<file path="src/rtl/matmul_result_writer_if.sv">
// rtl/matmul_result_writer_if.sv - result SRAM write port (valid/ready)
interface matmul_result_writer_if #(
  parameter int DW = 21,
  parameter int AW = 10
);
  logic          mem_we;
  logic [AW-1:0] mem_addr;
  logic [DW-1:0] mem_di;
  logic          mem_ready;

  modport master (output mem_we, mem_addr, mem_di, input mem_ready);
  modport slave  (input mem_we, mem_addr, mem_di, output mem_ready);
endinterface

</file>
<file path="src/rtl/matmul_result_writer.sv">
// rtl/matmul_result_writer.sv - buffers matmul C results and writes them to the result SRAM
module matmul_result_writer #(
  parameter int DW    = 21,
  parameter int AW    = 10,
  parameter int DEPTH = 4,
  parameter int NRES  = 1024
) (
  input  logic                   clk,
  input  logic                   rst,
  input  logic                   start,
  input  logic                   res_valid,
  input  logic [DW-1:0]          res_data,
  input  logic [AW-1:0]          res_addr,
  input  logic                   ctrl_done,
  matmul_result_writer_if.master mem,
  output logic [AW:0]            wr_count,
  output logic [DW+AW-1:0]       checksum,
  output logic                   busy,
  output logic                   wr_done,
  output logic                   ovf,
  output logic                   cnt_err
);
  localparam int PW = $clog2(DEPTH);

  localparam logic [1:0] IDLE  = 2'd0;
  localparam logic [1:0] RUN   = 2'd1;
  localparam logic [1:0] DRAIN = 2'd2;
  localparam logic [1:0] DONE  = 2'd3;

  logic [1:0]    state;
  logic [AW-1:0] addr_q [DEPTH];
  logic [DW-1:0] data_q [DEPTH];
  logic [PW-1:0] wr_ptr, rd_ptr;
  logic [PW:0]   count, count_next;

  logic          push_en, push_ok, pop, full, drop;
  logic [AW:0]   wr_count_next;
  logic [DW+AW-1:0] checksum_next;

  assign busy    = (state == RUN) || (state == DRAIN);
  assign wr_done = (state == DONE);

  // Head outputs are forced to zero while empty so reset leaves the port quiet.
  assign mem.mem_we   = (count != '0);
  assign mem.mem_addr = mem.mem_we ? addr_q[rd_ptr] : '0;
  assign mem.mem_di   = mem.mem_we ? data_q[rd_ptr] : '0;

  assign full    = (count == (PW+1)'(DEPTH));
  assign pop     = mem.mem_we && mem.mem_ready;
  assign push_en = res_valid && busy;
  assign push_ok = push_en && (!full || pop);
  assign drop    = push_en && full && !pop;

  always_comb begin
    count_next = count;
    if (push_ok && !pop)
      count_next = count + (PW+1)'(1);
    else if (!push_ok && pop)
      count_next = count - (PW+1)'(1);
  end

  always_comb begin
    wr_count_next = wr_count;
    checksum_next = checksum;
    if (pop) begin
      if (wr_count != '1)
        wr_count_next = wr_count + (AW+1)'(1);
      checksum_next = checksum + {{AW{1'b0}}, mem.mem_di};
    end
  end

  always_ff @(posedge clk) begin
    if (rst) begin
      state    <= IDLE;
      wr_ptr   <= '0;
      rd_ptr   <= '0;
      count    <= '0;
      wr_count <= '0;
      checksum <= '0;
      ovf      <= 1'b0;
      cnt_err  <= 1'b0;
    end else begin
      if (push_ok) begin
        addr_q[wr_ptr] <= res_addr;
        data_q[wr_ptr] <= res_data;
        wr_ptr         <= wr_ptr + PW'(1);
      end
      if (pop)
        rd_ptr <= rd_ptr + PW'(1);
      count    <= count_next;
      wr_count <= wr_count_next;
      checksum <= checksum_next;
      if (drop)
        ovf <= 1'b1;

      case (state)
        IDLE, DONE: begin
          if (start) begin
            state    <= RUN;
            wr_count <= '0;
            checksum <= '0;
            ovf      <= 1'b0;
            cnt_err  <= 1'b0;
          end
        end
        RUN: begin
          if (ctrl_done)
            state <= DRAIN;
        end
        DRAIN: begin
          // The final write of the drain counts toward the completeness check.
          if (count_next == '0 && !push_ok) begin
            state   <= DONE;
            cnt_err <= (wr_count_next != (AW+1)'(NRES));
          end
        end
        default: state <= IDLE;
      endcase
    end
  end
endmodule

</file>
<file path="src/flat_wrapper.sv">
// flat-port wrapper written by rule: the top's interface ports become plain ports
module matmul_result_writer_flat 
#(
  parameter int DW    = 21,
  parameter int AW    = 10,
  parameter int DEPTH = 4,
  parameter int NRES  = 1024
)
  (clk, rst, start, res_valid, res_data, res_addr, ctrl_done, wr_count, checksum, busy, wr_done, ovf, cnt_err, mem_mem_we, mem_mem_addr, mem_mem_di, mem_mem_ready);
  matmul_result_writer_if #(.DW(DW), .AW(AW)) mem_i ();
  input  logic clk;
  input  logic rst;
  input  logic start;
  input  logic res_valid;
  input  logic [DW-1:0] res_data;
  input  logic [AW-1:0] res_addr;
  input  logic ctrl_done;
  output logic [AW:0] wr_count;
  output logic [DW+AW-1:0] checksum;
  output logic busy;
  output logic wr_done;
  output logic ovf;
  output logic cnt_err;
  output wire logic [$bits(mem_i.mem_we)-1:0] mem_mem_we;
  output wire logic [$bits(mem_i.mem_addr)-1:0] mem_mem_addr;
  output wire logic [$bits(mem_i.mem_di)-1:0] mem_mem_di;
  input wire logic [$bits(mem_i.mem_ready)-1:0] mem_mem_ready;
  assign mem_mem_we = mem_i.mem_we;
  assign mem_mem_addr = mem_i.mem_addr;
  assign mem_mem_di = mem_i.mem_di;
  assign mem_i.mem_ready = mem_mem_ready;
  matmul_result_writer #(.DW(DW), .AW(AW), .DEPTH(DEPTH), .NRES(NRES)) u_core (.clk(clk), .rst(rst), .start(start), .res_valid(res_valid), .res_data(res_data), .res_addr(res_addr), .ctrl_done(ctrl_done), .mem(mem_i), .wr_count(wr_count), .checksum(checksum), .busy(busy), .wr_done(wr_done), .ovf(ovf), .cnt_err(cnt_err));
endmodule
</file>
<file path="config.mk">
export PLATFORM = sky130hd
export DESIGN_NAME = matmul_result_writer_flat
export DESIGN_NICKNAME = d
export VERILOG_FILES = /design/src/rtl/matmul_result_writer_if.sv /design/src/rtl/matmul_result_writer.sv /design/src/flat_wrapper.sv
export SDC_FILE = /design/constraint.sdc
export NUM_CORES = 1
export LEC_CHECK = 0
export CORE_MARGIN = 3
export CORE_UTILIZATION = 59
export DETAILED_ROUTE_END_ITERATION = 8
export GPL_TIMING_DRIVEN = 1
export MAX_ROUTING_LAYER = met4
export PLACE_DENSITY = 0.9
export SLEW_MARGIN = 30
export SYNTH_ARGS = -nofsm -noshare
export SYNTH_HDL_FRONTEND = slang
export SYNTH_SLANG_ARGS = --single-unit
</file>
<file path="constraint.sdc">
create_clock -name clk -period 8.2 [get_ports clk]
set_input_delay 1.64 -clock clk [delete_from_list [all_inputs] [get_ports clk]]
set_output_delay 1.64 -clock clk [all_outputs]
set_load 0.005 [all_outputs]
</file>
# ---- After elaboration in Yosys (flattened, before gate mapping)
# Memories as Yosys holds them, arrays and structs flattened. A register that Yosys moved wholly into a read port is not among the register bits.
# Index checks and enable logic that the tools add are counted.
# W data, S select, Z words.
dict set report word_totals {
  reg_bits 53
  ram_bits 124
  inputBits 37
  out_inout_bits 78
  elab_cells 73
  mem_count 2
}
# memory depth width read_ports rd_ports_with_merged_regs wr line
set mem_list {}
lappend mem_list {u_core.data_q 4 21 1 1 1 matmul_result_writer.sv:32} ;# logic [DW-1:0] data_q [DEPTH];
lappend mem_list {u_core.addr_q 4 10 1 1 1 matmul_result_writer.sv:31} ;# logic [AW-1:0] addr_q [DEPTH];
dict set report classes {
  add_sub_neg 6
  n_eq_ne 9
  muxes 28
  n_reduce_logical 20
}
# cell n
set ops {}
lappend ops {{$mux W31} 3}
lappend ops {{$mux W11} 4}
lappend ops {{$add A31 B21 Y31} 1}
lappend ops {{$ne A11 B11 Y1 const B} 2}
lappend ops {{$mux W21} 1}
lappend ops {{$mux W2} 7}
lappend ops {{$add A11 B1 Y11 const B} 1}
lappend ops {{$mux W10} 1}
lappend ops {{$logic_and A1 B1 Y1} 8}
lappend ops {{$mux W1} 8}
lappend ops {{$mux W3} 2}
lappend ops {{$ne A2 B2 Y1 const B} 3}
lappend ops {{$pmux W2 S3} 1}
lappend ops {{$reduce_and A3 Y1} 2}
lappend ops {{$add A2 B1 Y2 const B} 2}
lappend ops {{$eq A2 B2 Y1 const B} 2}
lappend ops {{$add A3 B1 Y3 const B} 1}
lappend ops {{$eq A3 B3 Y1 const B} 1}
lappend ops {{$logic_not A1 Y1} 3}
lappend ops {{$logic_not A3 Y1} 1}
lappend ops {{$reduce_bool A3 Y1} 1}
lappend ops {{$sub A3 B1 Y3 const B} 1}
lappend ops {{$eq A2 B1 Y1 const B} 1}
lappend ops {{$logic_not A2 Y1} 1}
lappend ops {{other kinds (4)} 5}

# ---- Longest topological paths before layout
dict set report depth {
  word_depth 12
  ltp_mapped 16
  mapped_depth_nobuf 15
}

# ---- Worst setup path before layout
# Ideal clock, no wire load.
dict set report synth_path {
  path_type {input -> register}
  from {input res_valid}
  to {memory u_core.addr_q[0][0], enable pin}
  setup_time_ns 0.391
  arrival_time_ns 2.914
  t_required_ns 7.809
  path_slack_ns 4.895
  path_stages 4
  n_path_buf 0
  cell_sequence {and2b_2 o21ai_0 nor2_1 and2_1}
}
dict set report synth_via {
  elab_chain_len 5
}
# item line
set synth_lines {}
lappend synth_lines {{start, declared} flat_wrapper.sv:14} ;# input logic res_valid;
lappend synth_lines {{$logic_and A1 B1 Y1} matmul_result_writer.sv:50} ;# assign push_en = res_valid && busy;
lappend synth_lines {{$logic_and A1 B1 Y1} matmul_result_writer.sv:51} ;# assign push_ok = push_en && (!full || pop);
lappend synth_lines {{$mux W1} matmul_result_writer.sv:83} ;# if (push_ok) begin
lappend synth_lines {{$mux W1} matmul_result_writer.sv:73} ;# if (rst) begin
lappend synth_lines {{$mux W1 (implied by the code)} matmul_result_writer.sv:84} ;# addr_q[wr_ptr] <= res_addr;
lappend synth_lines {{end, declared} matmul_result_writer.sv:31}
# No other way between the ends.

==> run_results.csv <==
group,metric,value,unit
min_path,hp-class,"reg2reg",
sta,setup_viol,0,
place,gp_congestion,0.926,
route,drt_iter0_drc,577,
clock_tree,cts_setup_buffers,0,
route,wl_per_cell,20.2,um
route,vias_per_cell,6.23,
sta,fmax,0.225,GHz
place,dpl_worst_slack,3.99,ns
finish,fin_nets,832,
finish,syn_to_final_growth,23.2,%
outcome,status,"complete, no violations",
floorplan,core_area,0.0135,sq mm
synthesis,synth.area.top_cells,"edfxtp_1 45%, dfxtp_1 13%, mux4_2 8.1%, ha_1 4.8%, and2_1 2.9%",
floorplan,start_util,0.615,
clock_tree,clock-root-buffer,"clkbuf_16",
power,irDropWorstVdd,0.000181,V
grt,busiest_layer,"met2",
power,p_per_area,307,mW/mm^2
synthesis,synth_edf_count,124,
place,numPortBuffers,114,
synthesis,synth_nets,712,
route,drt_pass1_iterations,5,
finish,fillers,802,
grt,first_global_vias,5881,
grt,use_met2,0.413,
sta,finalCritPeriodShare,0.542,
power,p_sw,1.05,mW
floorplan,die_h,125,um
grt,met3_usage,0.0605,
finish,fin_area,0.0102,sq mm
power,swShare,0.335,
grt,antenna_found_initial,0,
synthesis,syn_inst,642,
grt,grt.overflow.total,0,
synthesis,yosysTopAreaCell,"edfxtp_1",
power,clkPwrFrac,0.261,
sta,slew_viol_final,0,
clock_tree,cts_resized,0,
route,drc,0,
power,cellLeakagePower,3.59,nW
clock_tree,cts_hold_buf,0,
floorplan,io_pins,115,
grt,grt_pass1_wl,30800,um
synthesis,synth_seq_cells,179,
sta,finalHoldViolCount,0,
route,wirelength,19200,um
synthesis,yosysWarningCount,0,
worst_setup_path,r2r_slack,4.03,ns
finish,n_antenna_cell,0,
worst_setup_path,end_kind,"output pin",
worst_setup_path,critPathKind,"reg2out",
finish,multi_input_area,0.00330,sq mm
route,postRouteAntennaNets,0,
sta,tns,0,ns
floorplan,die_x,125,um
power,p_int,2.08,mW
power,total_power,3.14,mW
worst_setup_path,startpoint_type,"flop",
grt,grt_usage,0.257,
sta,tightest_slew,0.814,ns
clock_tree,cts_tree,"done",
place,dpl_cell_area,0.00963,sq mm
clock_tree,h-tree-depth,4,
synthesis,synth-seq-area-share,0.581,
grt,grt_max_degree,34,
place,dp_hpwl,12900,um
grt,met1_usage,0.326,
sta,period_needed,4.44,ns
synthesis,synth_ff_type,"edfxtp_1",
sta,relSlewSlack,0.455,
synthesis,synth_cell_types,63,
route,num_vias,5924,
sta,worst_slack,3.76,ns
power,p_comb_frac,0.383,
synthesis,synthesis.area,0.00830,sq mm
sta,grt_setup_unrepaired,"no",
synthesis,yosys.area.top_type_share,0.449,
floorplan,rows,42,
flow_run,cap_violations,0,
worst_setup_path,critPathMaxFanout,17,
finish,final_util,0.757,
finish,seqCellArea,0.00483,sq mm
clock_tree,cts.path.max_buffers,2,
clock_tree,clk_latency,0.43,ns
clock_tree,cts_sinks,179,
power,pwr-share-seq,0.356,
worst_setup_path,crit_arrival,2.80,ns
sta,clock_skew,0.0114,ns
floorplan,dieArea,0.0155,sq mm
clock_tree,cts_buffers,17,
synthesis,avgSynthCellArea,12.9,sq um
worst_setup_path,crit_required,6.56,ns
clock_tree,clk_pin_slew,0.07,ns
finish,drive_gt1_frac,0.116,
synthesis,async_reset_ff_frac,0,
cells in the mapped netlist, drive strengths merged, types with 9 or more instances:
| library cell | number |
|---|---|
| a211oi | 9 |
| a21oi | 46 |
| a22o | 9 |
| and2 | 38 |
| clkbuf | 14 |
| dfxtp | 55 |
| edfxtp | 124 |
| ha | 32 |
| inv | 23 |
| mux4 | 30 |
| nand2 | 54 |
| nand3 | 11 |
| nor2 | 36 |
| o21ai | 31 |
| xnor2 | 16 |
| xor2 | 13 |
power by group through the flow:
stage | Clock [mW] | Sequential [mW] | Combinational, mW
final | 0.819 | 1.12 | 1.20
after global routing | 0.865 | 1.13 | 1.30
after CTS | 0.829 | 1.12 | 1.20
after detailed placement | 0 | 1.13 | 1.18
after global placement | 0 | 1.13 | 1.13
after floorplan | 0 | 1.10 | 0.750
per-stage QoR:
stage | hold slack [ns] | std cells
global route | 0.515 | 951
detailed placement | 0.475 | 919
global placement | 0.466 | 919
finish | 0.501 | 951
floorplan | 0.464 | 642
CTS | 0.495 | 951
state kept, by name, summed over array words and instances (netlist names), named ones only:
signal,flops
u_core.cnt_err,1
u_core.addr_q,40
u_core.count,3
u_core.state,2
u_core.wr_count,11
u_core.data_q,84
u_core.rd_ptr,2
u_core.checksum,31
u_core.wr_ptr,2
u_core.ovf,1
final timing paths:
kind,startpoint,endpoint,cells after the start
min,u_core.checksum[3]$_SDFF_PP0_,u_core.checksum[3]$_SDFF_PP0_,2
min reg2reg,u_core.checksum[3]$_SDFF_PP0_,u_core.checksum[3]$_SDFF_PP0_,2
max,flop,mem_mem_di[5],4
max reg2reg,flop,u_core.checksum[26]$_SDFF_PP0_,11
metal layers:
layer / routed length [um] / part of all wire / vias to the layer above
met3: 1560 / 0.081 / 37
met2: 9600 / 0.50 / 285
met5: 0 / 0 / -
met4: 325 / 0.017 / 0
li1: - / - / 2667
met1: 7740 / 0.40 / 2935
logic make-up (layout without fill, tap and decap cells):
| kind of cell | after synthesis | count (layout) | share of synthesized area |
|---|---|---|---|
| simple gates | 186 | 186 | 0.119 |
| flops | 179 | 179 | 0.581 |
| compound gates | 133 | 133 | 0.105 |
| buf+inv | 43 | 176 | 0.0211 |
| mux | 39 | 39 | 0.0927 |
| fa+ha+maj | 33 | 33 | 0.0506 |
| xor+xnor | 29 | 29 | 0.0306 |
cell usage in the layout, fill, tap and decap left out, drive strengths merged, types with 16 or more instances in the layout:
cell	synthesis	final
inv	23	31
clkbuf	14	17
clkdlybuf4s50	0	114
edfxtp	124	124
and2	38	38
xnor2	16	16
a21oi	46	46
o21ai	31	31
mux4	30	30
ha	32	32
nor2	36	36
nand2	54	54
dfxtp	55	55
area by class of cell:
class                   count  area share
well taps                 176      0.0215
repair buffers            121       0.117
clock inverters            15      0.0168
flip-flops and latches    179       0.472
clock buffers              17      0.0416
inverters                  23     0.00844
multi-input cells         420       0.323
critical path: stages, from the launching register on:
cell and delay [ns]:
dfxtp_2 0.69, buf_4 0.43, mux4_2 0.55, and2_1 0.21
clkdlybuf4s50_1 0.49
(Power assumes the default switching activity.)
